[config.mk]
export PLATFORM = sky130hd
export DESIGN_NAME = command_packer_flat
export DESIGN_NICKNAME = d
export VERILOG_FILES = /design/src/rtl/command_packer_pkg.sv /design/src/rtl/command_packer_if.sv /design/src/rtl/command_packer_idle_timeout.sv /design/src/rtl/command_packer.sv /design/src/flat_wrapper.sv
export SDC_FILE = /design/constraint.sdc
export NUM_CORES = 1
export LEC_CHECK = 0
export ABC_AREA = 1
export CORE_MARGIN = 2
export CORE_UTILIZATION = 47
export DETAILED_ROUTE_END_ITERATION = 7
export PLACE_DENSITY = 0.78
export SLEW_MARGIN = 5
export SYNTH_ARGS = -nofsm -noshare
export SYNTH_HDL_FRONTEND = slang
export SYNTH_HIERARCHICAL = 1
export SYNTH_SLANG_ARGS = --single-unit
[constraint.sdc]
create_clock -name clk -period 4.71 [get_ports clk]
set_clock_uncertainty 0.2 [all_clocks]
set_input_delay 0.942 -clock clk [delete_from_list [all_inputs] [get_ports clk]]
set_output_delay 0.942 -clock clk [all_outputs]
set_load 0.02 [all_outputs]
[src/rtl/command_packer_pkg.sv]
// ---------------------------------------------------------------------------
// command_packer_pkg
//   Items shared by the command packer files: the default FIFO word width,
//   the command codes understood by the downstream dispatcher, the packer
//   state encoding, and a helper that forms the {command, data} word.
//   Revision: 1.0
// ---------------------------------------------------------------------------
`default_nettype none

package command_packer_pkg;

  localparam int FIFO_WIDTH = 16;

  // Dispatcher command codes. The packer itself forwards every code unchanged.
  localparam logic [7:0] CMD_DATA   = 8'h00;
  localparam logic [7:0] CMD_AUX_LO = 8'h01;
  localparam logic [7:0] CMD_AUX_HI = 8'h02;
  localparam logic [7:0] CMD_DELAY  = 8'h03;

  typedef enum logic [1:0] {
    ST_IDLE     = 2'd0,  // waiting for the command byte
    ST_HAVE_CMD = 2'd1,  // command latched, waiting for the data byte
    ST_WRITE    = 2'd2   // complete word waiting for FIFO space
  } state_e;

  function automatic logic [15:0] pack_word(input logic [7:0] cmd,
                                            input logic [7:0] data);
    return {cmd, data};
  endfunction

endpackage

`default_nettype wire

[src/rtl/command_packer_if.sv]
// ---------------------------------------------------------------------------
// command_packer_if
//   Host byte handshake plus input-FIFO write port of the command packer.
//   Modports:
//     slave  : the packer (accepts host bytes, writes the FIFO)
//     master : the host bridge / FIFO side
//   Signals:
//     host_data[7:0], host_valid -> packer ; host_ready <- packer
//     in_fifo_in_full -> packer ; in_fifo_in_clock, in_fifo_in_shift,
//     in_fifo_in_data[WIDTH-1:0] <- packer
//   Revision: 1.0
// ---------------------------------------------------------------------------
`default_nettype none

interface command_packer_if
  import command_packer_pkg::*;
#(
  parameter int WIDTH = FIFO_WIDTH
) ();

  logic [7:0]       host_data;
  logic             host_valid;
  logic             host_ready;
  logic             in_fifo_in_clock;
  logic             in_fifo_in_full;
  logic             in_fifo_in_shift;
  logic [WIDTH-1:0] in_fifo_in_data;

  modport slave (
    input  host_data,
    input  host_valid,
    output host_ready,
    output in_fifo_in_clock,
    input  in_fifo_in_full,
    output in_fifo_in_shift,
    output in_fifo_in_data
  );

  modport master (
    output host_data,
    output host_valid,
    input  host_ready,
    input  in_fifo_in_clock,
    output in_fifo_in_full,
    input  in_fifo_in_shift,
    input  in_fifo_in_data
  );

endinterface

`default_nettype wire

[src/rtl/command_packer_idle_timeout.sv]
// ---------------------------------------------------------------------------
// idle_timeout
//   Counts enabled cycles and raises a terminal-count pulse in the cycle in
//   which the count would reach LIMIT. The counter returns to zero on the
//   terminal count or on clear. LIMIT = 0 disables the timer.
//   Ports:
//     clk, rst_n : clock, asynchronous active-low reset
//     en_i       : count this cycle
//     clr_i      : return count to zero (wins over en_i)
//     tc_o       : terminal count reached this cycle (combinational)
//   Revision: 1.0
// ---------------------------------------------------------------------------
`default_nettype none

module idle_timeout #(
  parameter int LIMIT = 255
) (
  input  logic clk,
  input  logic rst_n,
  input  logic en_i,
  input  logic clr_i,
  output logic tc_o
);

  localparam int            CW     = (LIMIT > 1) ? $clog2(LIMIT) : 1;
  localparam logic [CW-1:0] TC_VAL = (LIMIT > 0) ? CW'(LIMIT - 1) : '0;
  localparam bit            ENABLE = (LIMIT != 0);

  logic [CW-1:0] count_q;
  logic [CW-1:0] count_d;

  // The count only ever holds 0..LIMIT-1: reaching LIMIT is signalled
  // combinationally from LIMIT-1 so the owner can react on the same edge.
  assign tc_o = ENABLE && en_i && (count_q == TC_VAL);

  always_comb begin
    count_d = count_q;
    if (clr_i || tc_o) begin
      count_d = '0;
    end else if (en_i && ENABLE) begin
      count_d = count_q + CW'(1);
    end
  end

  always_ff @(posedge clk or negedge rst_n) begin
    if (!rst_n) begin
      count_q <= '0;
    end else begin
      count_q <= count_d;
    end
  end

endmodule

`default_nettype wire

[src/rtl/command_packer.sv]
// ---------------------------------------------------------------------------
// command_packer
//   Collects a command byte followed by a data byte from the host bridge and
//   writes them as one {command, data} word into the input FIFO. A partial
//   word is dropped on flush or when the data byte does not arrive within
//   TIMEOUT_CYCLES idle cycles.
//   Ports:
//     clk, rst_n     : clock, asynchronous active-low reset
//     flush_i        : drop any partial or pending word
//     bus (slave)    : host byte handshake and FIFO write port
//     timeout_err_o  : one-cycle pulse when a partial word times out
//     word_count_o   : words written since reset (wraps)
//     busy_o         : packer is not idle
//   Revision: 1.0
// ---------------------------------------------------------------------------
`default_nettype none

module command_packer
  import command_packer_pkg::*;
#(
  parameter int FIFO_WIDTH     = command_packer_pkg::FIFO_WIDTH,
  parameter int TIMEOUT_CYCLES = 255
) (
  input  logic                  clk,
  input  logic                  rst_n,
  input  logic                  flush_i,
  command_packer_if.slave       bus,
  output logic                  timeout_err_o,
  output logic [15:0]           word_count_o,
  output logic                  busy_o
);

  state_e      state_q, state_d;
  logic [7:0]  cmd_q, cmd_d;
  logic [7:0]  data_q, data_d;
  logic        timeout_err_q, timeout_err_d;
  logic [15:0] word_count_q;

  logic        host_ready;
  logic        fifo_shift;
  logic        tmo_en;
  logic        tmo_clr;
  logic        tmo_tc;
  logic [15:0] word;

  // The idle counter only runs while a command is waiting and no byte is
  // offered. In HAVE_CMD an offered byte is always taken unless flush is
  // high, so host_valid alone stands in for acceptance when clearing.
  assign tmo_en  = (state_q == ST_HAVE_CMD) && !bus.host_valid;
  assign tmo_clr = (state_q != ST_HAVE_CMD) || bus.host_valid || flush_i;

  idle_timeout #(
    .LIMIT (TIMEOUT_CYCLES)
  ) u_idle_timeout (
    .clk   (clk),
    .rst_n (rst_n),
    .en_i  (tmo_en),
    .clr_i (tmo_clr),
    .tc_o  (tmo_tc)
  );

  always_comb begin
    state_d       = state_q;
    cmd_d         = cmd_q;
    data_d        = data_q;
    timeout_err_d = 1'b0;
    host_ready    = 1'b0;
    fifo_shift    = 1'b0;

    if (flush_i) begin
      // Flush blocks the handshake and the FIFO write for this cycle.
      state_d = ST_IDLE;
    end else begin
      unique case (state_q)
        ST_IDLE: begin
          host_ready = 1'b1;
          if (bus.host_valid) begin
            cmd_d   = bus.host_data;
            state_d = ST_HAVE_CMD;
          end
        end
        ST_HAVE_CMD: begin
          host_ready = 1'b1;
          // Acceptance takes priority over a timeout in the same cycle.
          if (bus.host_valid) begin
            data_d  = bus.host_data;
            state_d = ST_WRITE;
          end else if (tmo_tc) begin
            timeout_err_d = 1'b1;
            state_d       = ST_IDLE;
          end
        end
        ST_WRITE: begin
          if (!bus.in_fifo_in_full) begin
            fifo_shift = 1'b1;
            state_d    = ST_IDLE;
          end
        end
        default: begin
          state_d = ST_IDLE;
        end
      endcase
    end
  end

  always_ff @(posedge clk or negedge rst_n) begin
    if (!rst_n) begin
      state_q       <= ST_IDLE;
      cmd_q         <= '0;
      data_q        <= '0;
      timeout_err_q <= 1'b0;
      word_count_q  <= '0;
    end else begin
      state_q       <= state_d;
      cmd_q         <= cmd_d;
      data_q        <= data_d;
      timeout_err_q <= timeout_err_d;
      if (fifo_shift) begin
        word_count_q <= word_count_q + 16'd1;
      end
    end
  end

  // The word is built straight from the byte registers, so it only moves
  // when a byte is accepted and is steady for as long as WRITE is held.
  assign word = pack_word(cmd_q, data_q);

  generate
    if (FIFO_WIDTH > 16) begin : g_pad_word
      assign bus.in_fifo_in_data = {{(FIFO_WIDTH - 16){1'b0}}, word};
    end else begin : g_exact_word
      assign bus.in_fifo_in_data = word[FIFO_WIDTH-1:0];
    end
  endgenerate

  assign bus.in_fifo_in_clock = clk;
  assign bus.in_fifo_in_shift = fifo_shift;
  assign bus.host_ready       = host_ready;

  assign timeout_err_o = timeout_err_q;
  assign word_count_o  = word_count_q;
  assign busy_o        = (state_q != ST_IDLE);

endmodule

`default_nettype wire

[src/flat_wrapper.sv]
// flat-port wrapper written by rule: the top's interface ports become plain ports
module command_packer_flat import command_packer_pkg::*;
#(
  parameter int FIFO_WIDTH     = command_packer_pkg::FIFO_WIDTH,
  parameter int TIMEOUT_CYCLES = 255
)
  (clk, rst_n, flush_i, timeout_err_o, word_count_o, busy_o, bus_host_data, bus_host_valid, bus_host_ready, bus_in_fifo_in_clock, bus_in_fifo_in_full, bus_in_fifo_in_shift, bus_in_fifo_in_data);
  command_packer_if bus_i ();
  input  logic clk;
  input  logic rst_n;
  input  logic flush_i;
  output logic timeout_err_o;
  output logic [15:0] word_count_o;
  output logic busy_o;
  input wire logic [$bits(bus_i.host_data)-1:0] bus_host_data;
  input wire logic [$bits(bus_i.host_valid)-1:0] bus_host_valid;
  output wire logic [$bits(bus_i.host_ready)-1:0] bus_host_ready;
  output wire logic [$bits(bus_i.in_fifo_in_clock)-1:0] bus_in_fifo_in_clock;
  input wire logic [$bits(bus_i.in_fifo_in_full)-1:0] bus_in_fifo_in_full;
  output wire logic [$bits(bus_i.in_fifo_in_shift)-1:0] bus_in_fifo_in_shift;
  output wire logic [$bits(bus_i.in_fifo_in_data)-1:0] bus_in_fifo_in_data;
  assign bus_i.host_data = bus_host_data;
  assign bus_i.host_valid = bus_host_valid;
  assign bus_host_ready = bus_i.host_ready;
  assign bus_in_fifo_in_clock = bus_i.in_fifo_in_clock;
  assign bus_i.in_fifo_in_full = bus_in_fifo_in_full;
  assign bus_in_fifo_in_shift = bus_i.in_fifo_in_shift;
  assign bus_in_fifo_in_data = bus_i.in_fifo_in_data;
  command_packer #(.FIFO_WIDTH(FIFO_WIDTH), .TIMEOUT_CYCLES(TIMEOUT_CYCLES)) u_core (.clk(clk), .rst_n(rst_n), .flush_i(flush_i), .bus(bus_i), .timeout_err_o(timeout_err_o), .word_count_o(word_count_o), .busy_o(busy_o));
endmodule
==> results of run 1 <==
==> metal layers <==
metal / wire length [µm] / global-route usage
met1: 2020 / 0.234
met2: 1910 / 0.286
met3: 249 / 0.0717
met4: 34 / 0.0692
met5: 0 / 0
==> cell families after synthesis <==
group                      count (synthesis)
and+or+nand+nor                          144
adders and majority gates                  3
DFF                                       43
AOI/OAI and AO/OA                         20
xor gates and xnor gates                   9
buffers and inverters                     46
==> worst max-delay path, cell delays in order <==
cell	delay, ps
sky130_fd_sc_hd__clkbuf_8	110
sky130_fd_sc_hd__clkbuf_8	120
sky130_fd_sc_hd__clkdlybuf4s50_1	520
==> through the flow <==
| step | setup slack [ps] | cells |
|---|---|---|
| after global routing | 458 | 374 |
| after global placement | 705 | 363 |
| after floorplan | 1080 | 265 |
| after CTS | 455 | 374 |
| final | 465 | 374 |
| after detailed placement | 705 | 363 |
==> cell type report <==
| cell class | instances | area, µm² |
|---|---|---|
| Fill cell | 346 | 1520 |
| Sequential cell | 43 | 1080 |
| Multi-Input combinational cell | 176 | 873 |
| Timing Repair Buffer | 48 | 475 |
| Inverter | 43 | 161 |
| Clock buffer | 9 | 120 |
| Clock inverter | 3 | 67.6 |
| Tap cell | 52 | 65.1 |
==> flip-flops by register name, indices dropped and copies added (netlist names) <==
name	count
u_core/word_count_o	16
u_core/cmd_q	8
u_core/data_q	8
u_core/u_idle_timeout/count_q	8
u_core/state_q	2
u_core/timeout_err_o	1
==> report_power, final <==
group	internal, mW	switching, mW	total, mW	leakage [nW]
sequential	0.414	0.0334	0.447	0.561
clock	0.280	0.152	0.432	0.0898
combinational	0.109	0.122	0.232	0.716
total	0.803	0.308	1.11	1.37
==> synthesized netlist by cell type (2+ instances only) <==
cell type,n,area (µm²)
sky130_fd_sc_hd__nand2_1,85,319
sky130_fd_sc_hd__dfrtp_1,43,1080
sky130_fd_sc_hd__inv_1,43,161
sky130_fd_sc_hd__nor2_1,25,93.8
sky130_fd_sc_hd__o21ai_0,18,90.1
sky130_fd_sc_hd__nand3_1,15,75.1
sky130_fd_sc_hd__nand4_1,8,50.1
sky130_fd_sc_hd__xor2_1,7,61.3
sky130_fd_sc_hd__ha_1,3,37.5
sky130_fd_sc_hd__nor2_4,3,33.8
sky130_fd_sc_hd__nand3_2,2,20.0
sky130_fd_sc_hd__nor2_2,2,12.5
sky130_fd_sc_hd__xnor2_1,2,17.5
==> worst max-delay path by stage <==
stage          slack (ps)              endpoint  depth (start not counted)  startpoint
6_report              460  bus_in_fifo_in_clock                          3         clk
5_1_grt               460  bus_in_fifo_in_clock                          3         clk
4_1_cts               460  bus_in_fifo_in_clock                          3         clk
3_5_place_dp          700  bus_in_fifo_in_clock                          1         clk
3_3_place_gp          700  bus_in_fifo_in_clock                          1         clk
2_1_floorplan        1080  bus_in_fifo_in_clock                          1         clk
==> PnR_summary.wiki, run 1 <==
{| class="wikitable"
! Metric !! Value
|-
| Flip-flop cell with the highest count after synthesis || sky130_fd_sc_hd__dfrtp_1
|-
| Per-instance average area after synthesis || 8.05 µm²
|-
| LEAKAGE || 1.37 nW
|-
| Maximum number of pins on one net before global-route repair || 44
|-
| Depth of the worst hold-timing path || 2
|-
| Clock tree from TritonCTS || built
|-
| Post-CTS Repair Setup Buffers || 0
|-
| Main combinational cell family by area after synthesis || simple AND/OR/NAND/NOR gates
|-
| DR pass1 iterations || 5
|-
| Starting density of the core || 0.490
|-
| Count of flip-flops with a built-in enable after synthesis || 0
|-
| Final nets || 337
|-
| Die width || 71.4 µm
|-
| RSZ-0062 raised after global routing || no
|-
| Total detailed-routing wirelength || 4220 µm
|-
| Power consumption || 1.11 mW
|-
| Vertical die dimension || 71.4 µm
|-
| Die Area || 5100 µm²
|-
| Portion of the post-synthesis area used by sequential elements || 0.504
|-
| Xor and xnor area share after synthesis || 0.0369
|-
| Hold Fails Final Rpt || 0
|-
| Commonest non-fill, non-tap cell in the layout || sky130_fd_sc_hd__nand2_1
|-
| Transition at the pin with the smallest max-transition slack || 930 ps
|-
| Reg2reg end || u_core/u_idle_timeout/count_q[2]
|-
| Via count normalized by instance count || 4.73
|-
| Clock Latency Late Sink || 390 ps
|-
| Hold Buf Count CTS || 0
|-
| Simple-gate portion of the synthesized area || 0.300
|-
| Final number of setup-violating endpoints || 0
|-
| Std-Cell Rows || 24
|-
| Crit path kind || clk2out
|-
| Compound-cell area share of the yosys netlist || 0.0545
|-
| Worst endpoint data arrival time || 3100 ps
|-
| Data required time of the critical path || 3570 ps
|-
| Share of synthesized cell area in full adder, half adder and majority cells || 0.0176
|-
| Slew Limit Fails || 0
|-
| N_diodes || 0
|-
| Headroom to the max-slew limit || 0.380
|-
| Setup slack, reg-to-reg || 2620 ps
|-
| IO Pins || 50
|-
| Asr flop ratio synth || 1.00
|-
| Placed standard-cell area || 2660 µm²
|-
| Initial antenna violation count || 0
|-
| Area growth, synth to finish || 33.0%
|-
| Worst Hold Class || reg2reg
|-
| Power density of the placed cells || 391 nW/µm²
|-
| Register clock-pin slew on the reported worst setup and hold paths || 80 ps
|-
| Number of distinct library cell variants in the gate-level netlist after synthesis || 22
|-
| Mapped Nets || 281
|-
| Highest ir drop seen on vdd || 0.000277 V
|-
| Global-route congestion overflow total || 0
|-
| Share of final-layout standard cells stronger than drive strength 1 || 0.0683
|-
| Count of cells along the worst register-to-register path || 5
|-
| Number of remaining DRC errors || 0
|-
| Number of max-capacitance violations reported || 0
|-
| TNS Setup || 0 ps
|-
| Highest-count cells in the layout ignoring fill and taps || 85 x sky130_fd_sc_hd__nand2_1, 48 x sky130_fd_sc_hd__clkdlybuf4s50_1, 43 x sky130_fd_sc_hd__inv_1, 43 x sky130_fd_sc_hd__dfrtp_1, 25 x sky130_fd_sc_hd__nor2_1
|-
| DRT iter0 DRCs || 96
|-
| Startpoint of the lowest-slack register-to-register path || u_core/state_q[0]
|-
| CP Capture Type || output pin
|-
| Number of antenna-violating nets in the routed design || 0
|-
| Worst min-delay path startpoint || u_core/cmd_q[3]
|-
| Overall track demand over capacity in global routing || 0.184
|-
| Number of standard cells after synthesis || 265
|-
| Total vias in the final route || 1769
|-
| Number of port buffers || 49
|-
| Wire length of the first global-routing pass || 7370 µm
|-
| Finished Core Util || 0.652
|-
| Endpoint of the worst hold path || u_core/cmd_q[3]
|-
| Syn Std Cell Area || 2130 µm²
|-
| Startpoint class of the critical path || clock port
|-
| Crit path max fanout || 2
|-
| HPWL after detailed placement || 2990 µm
|-
| Post-cts gate resize count || 0
|-
| Number of warnings reported in the yosys synthesis log || 6
|-
| Routed wire length per instance || 11.3 µm
|-
| Number of storage elements in the synthesis netlist || 43
|-
| Result of the run || finished, final reports clean
|-
| Total non-filler cell area in the finished layout || 2840 µm²
|-
| Core Footprint || 4350 µm²
|-
| Final estimated routing congestion in global placement || 0.732
|-
| Number of global-route vias before repair || 1717
|-
| Multiplexer share of the synthesized area || 0
|-
| Hold Worst Slack || 286 ps
|}
Note: power is estimated with default switching activity, not from simulation.
==> run 2: changes to the inputs <==
- PLACE_DENSITY: 0.78 -> 0.83
==> run 2 against run 1 <==
Effect of this change:
- critical path type unchanged
- critical path depth stayed put
- sequential power barely moved
- largest cell class unchanged
- first-iteration DRC count grew 41%
- via count rose by 3.6%
- combinational power about the same
- design area shrank 0.66%
- worst hold slack better by 1.5 ps
- clock power decreased by 11%
- final cell count stayed put
==> PnR_summary.wiki, run 2 (synthesis gave the netlist of run 1 again) <==
{| class="wikitable"
! Metric !! Value
|-
| DR pass1 iterations || 4
|-
| Highest-count cells in the layout ignoring fill and taps || 85 x sky130_fd_sc_hd__nand2_1, 48 x sky130_fd_sc_hd__clkdlybuf4s50_1, 43 x sky130_fd_sc_hd__inv_1, 43 x sky130_fd_sc_hd__dfrtp_1, 25 x sky130_fd_sc_hd__nor2_1
|-
| Routed wire length per instance || 12.2 µm
|-
| TNS Setup || 0 ps
|-
| Total of fill cells in the finished design || 350
|-
| Post-cts gate resize count || 0
|-
| Slew Limit Fails || 0
|-
| Vertical die dimension || 71.4 µm
|-
| Crit path kind || clk2out
|-
| Startpoint class of the critical path || clock port
|-
| Share of final-layout standard cells stronger than drive strength 1 || 0.0683
|-
| LEAKAGE || 1.36 nW
|-
| Hold Buf Count CTS || 0
|-
| CP Capture Type || output pin
|-
| Number of port buffers || 49
|-
| Global-route congestion overflow total || 0
|-
| Finished Core Util || 0.648
|-
| Std-Cell Rows || 24
|-
| Data required time of the critical path || 3570 ps
|-
| N_diodes || 0
|-
| RSZ-0062 raised after global routing || no
|-
| Number of antenna-violating nets in the routed design || 0
|-
| Hold Fails Final Rpt || 0
|-
| Initial antenna violation count || 0
|-
| Worst Setup Slack post-DPL || 705 ps
|-
| Number of global-route vias before repair || 1733
|-
| Overall track demand over capacity in global routing || 0.198
|-
| Transition at the pin with the smallest max-transition slack || 918 ps
|-
| HPWL after detailed placement || 3250 µm
|-
| Core Footprint || 4350 µm²
|-
| Worst endpoint data arrival time || 3110 ps
|-
| DRT iter0 DRCs || 135
|-
| Final nets || 337
|-
| Starting density of the core || 0.490
|-
| Number of remaining DRC errors || 0
|-
| Worst Hold Class || reg2reg
|-
| IO Pins || 50
|-
| Number of max-capacitance violations reported || 0
|-
| Final number of setup-violating endpoints || 0
|-
| Maximum number of pins on one net before global-route repair || 44
|-
| Result of the run || finished, final reports clean
|-
| Headroom to the max-slew limit || 0.388
|-
| PnR worst setup slack || 462 ps
|-
| Post-CTS Repair Setup Buffers || 0
|-
| Largest register FFs || 16
|-
| Placed standard-cell area || 2660 µm²
|-
| Area growth, synth to finish || 32.1%
|-
| Total vias in the final route || 1832
|-
| Highest ir drop seen on vdd || 0.000282 V
|-
| Register clock-pin slew on the reported worst setup and hold paths || 80 ps
|-
| Total non-filler cell area in the finished layout || 2820 µm²
|-
| Via count normalized by instance count || 4.90
|-
| Clock Latency Late Sink || 390 ps
|-
| Power density of the placed cells || 378 nW/µm²
|-
| Crit path max fanout || 2
|-
| Total detailed-routing wirelength || 4580 µm
|-
| Wire length of the first global-routing pass || 7690 µm
|-
| Final estimated routing congestion in global placement || 0.809
|-
| Commonest non-fill, non-tap cell in the layout || sky130_fd_sc_hd__nand2_1
|-
| Die width || 71.4 µm
|-
| Die Area || 5100 µm²
|-
| Clock tree from TritonCTS || built
|}
run 2: per-layer routing:
| metal | global-route usage | share of wire | up-vias |
|---|---|---|---|
| li1 | - | - | 925 |
| met1 | 0.258 | 0.46 | 859 |
| met2 | 0.303 | 0.48 | 43 |
| met3 | 0.0591 | 0.047 | 5 |
| met4 | 0.0922 | 0.012 | 0 |
| met5 | 0 | 0 | - |
run 2: worst paths after layout:
kind                                   start                               end  slack, ps  cells past startpoint
max                                      clk              bus_in_fifo_in_clock        460                      3
min in group asynchronous              rst_n            u_core/word_count_o[1]        480                      1
min                          u_core/cmd_q[1]                   u_core/cmd_q[1]        290                      2
min reg2reg                  u_core/cmd_q[1]                   u_core/cmd_q[1]        290                      2
max reg2reg                u_core/state_q[0]  u_core/u_idle_timeout/count_q[4]       2570                      5
max in group asynchronous              rst_n                 u_core/state_q[1]       3260                      1
run 2: power by group:
| group | switching, mW | internal, mW |
|---|---|---|
| clock network | 0.146 | 0.240 |
| logic | 0.123 | 0.110 |
| registers | 0.0335 | 0.414 |
| total | 0.303 | 0.764 |
run 2: critical path, stage by stage:
cell	delay, ps
sky130_fd_sc_hd__clkbuf_8	110
sky130_fd_sc_hd__clkbuf_8	120
sky130_fd_sc_hd__clkdlybuf4s50_1	520
run 2: cell type report:
| type | count | area [µm²] | share of cell area |
|---|---|---|---|
| multi-input cells | 176 | 873 | 0.310 |
| inverters | 43 | 161 | 0.0572 |
| clock inverters | 2 | 35.0 | 0.0124 |
| clock buffers | 10 | 134 | 0.0475 |
| flip-flops and latches | 43 | 1080 | 0.382 |
| repair buffers | 48 | 475 | 0.169 |
| well taps | 52 | 65.1 | 0.0231 |
run 2: stage by stage:
stage | hold WS [ps] | power, mW | cells
final | 288 | 1.07 | 374
after global placement | 272 | 0.714 | 363
after floorplan | 342 | 0.588 | 265
after CTS | 294 | 1.08 | 374
after global routing | 314 | 1.12 | 374
after detailed placement | 273 | 0.717 | 363
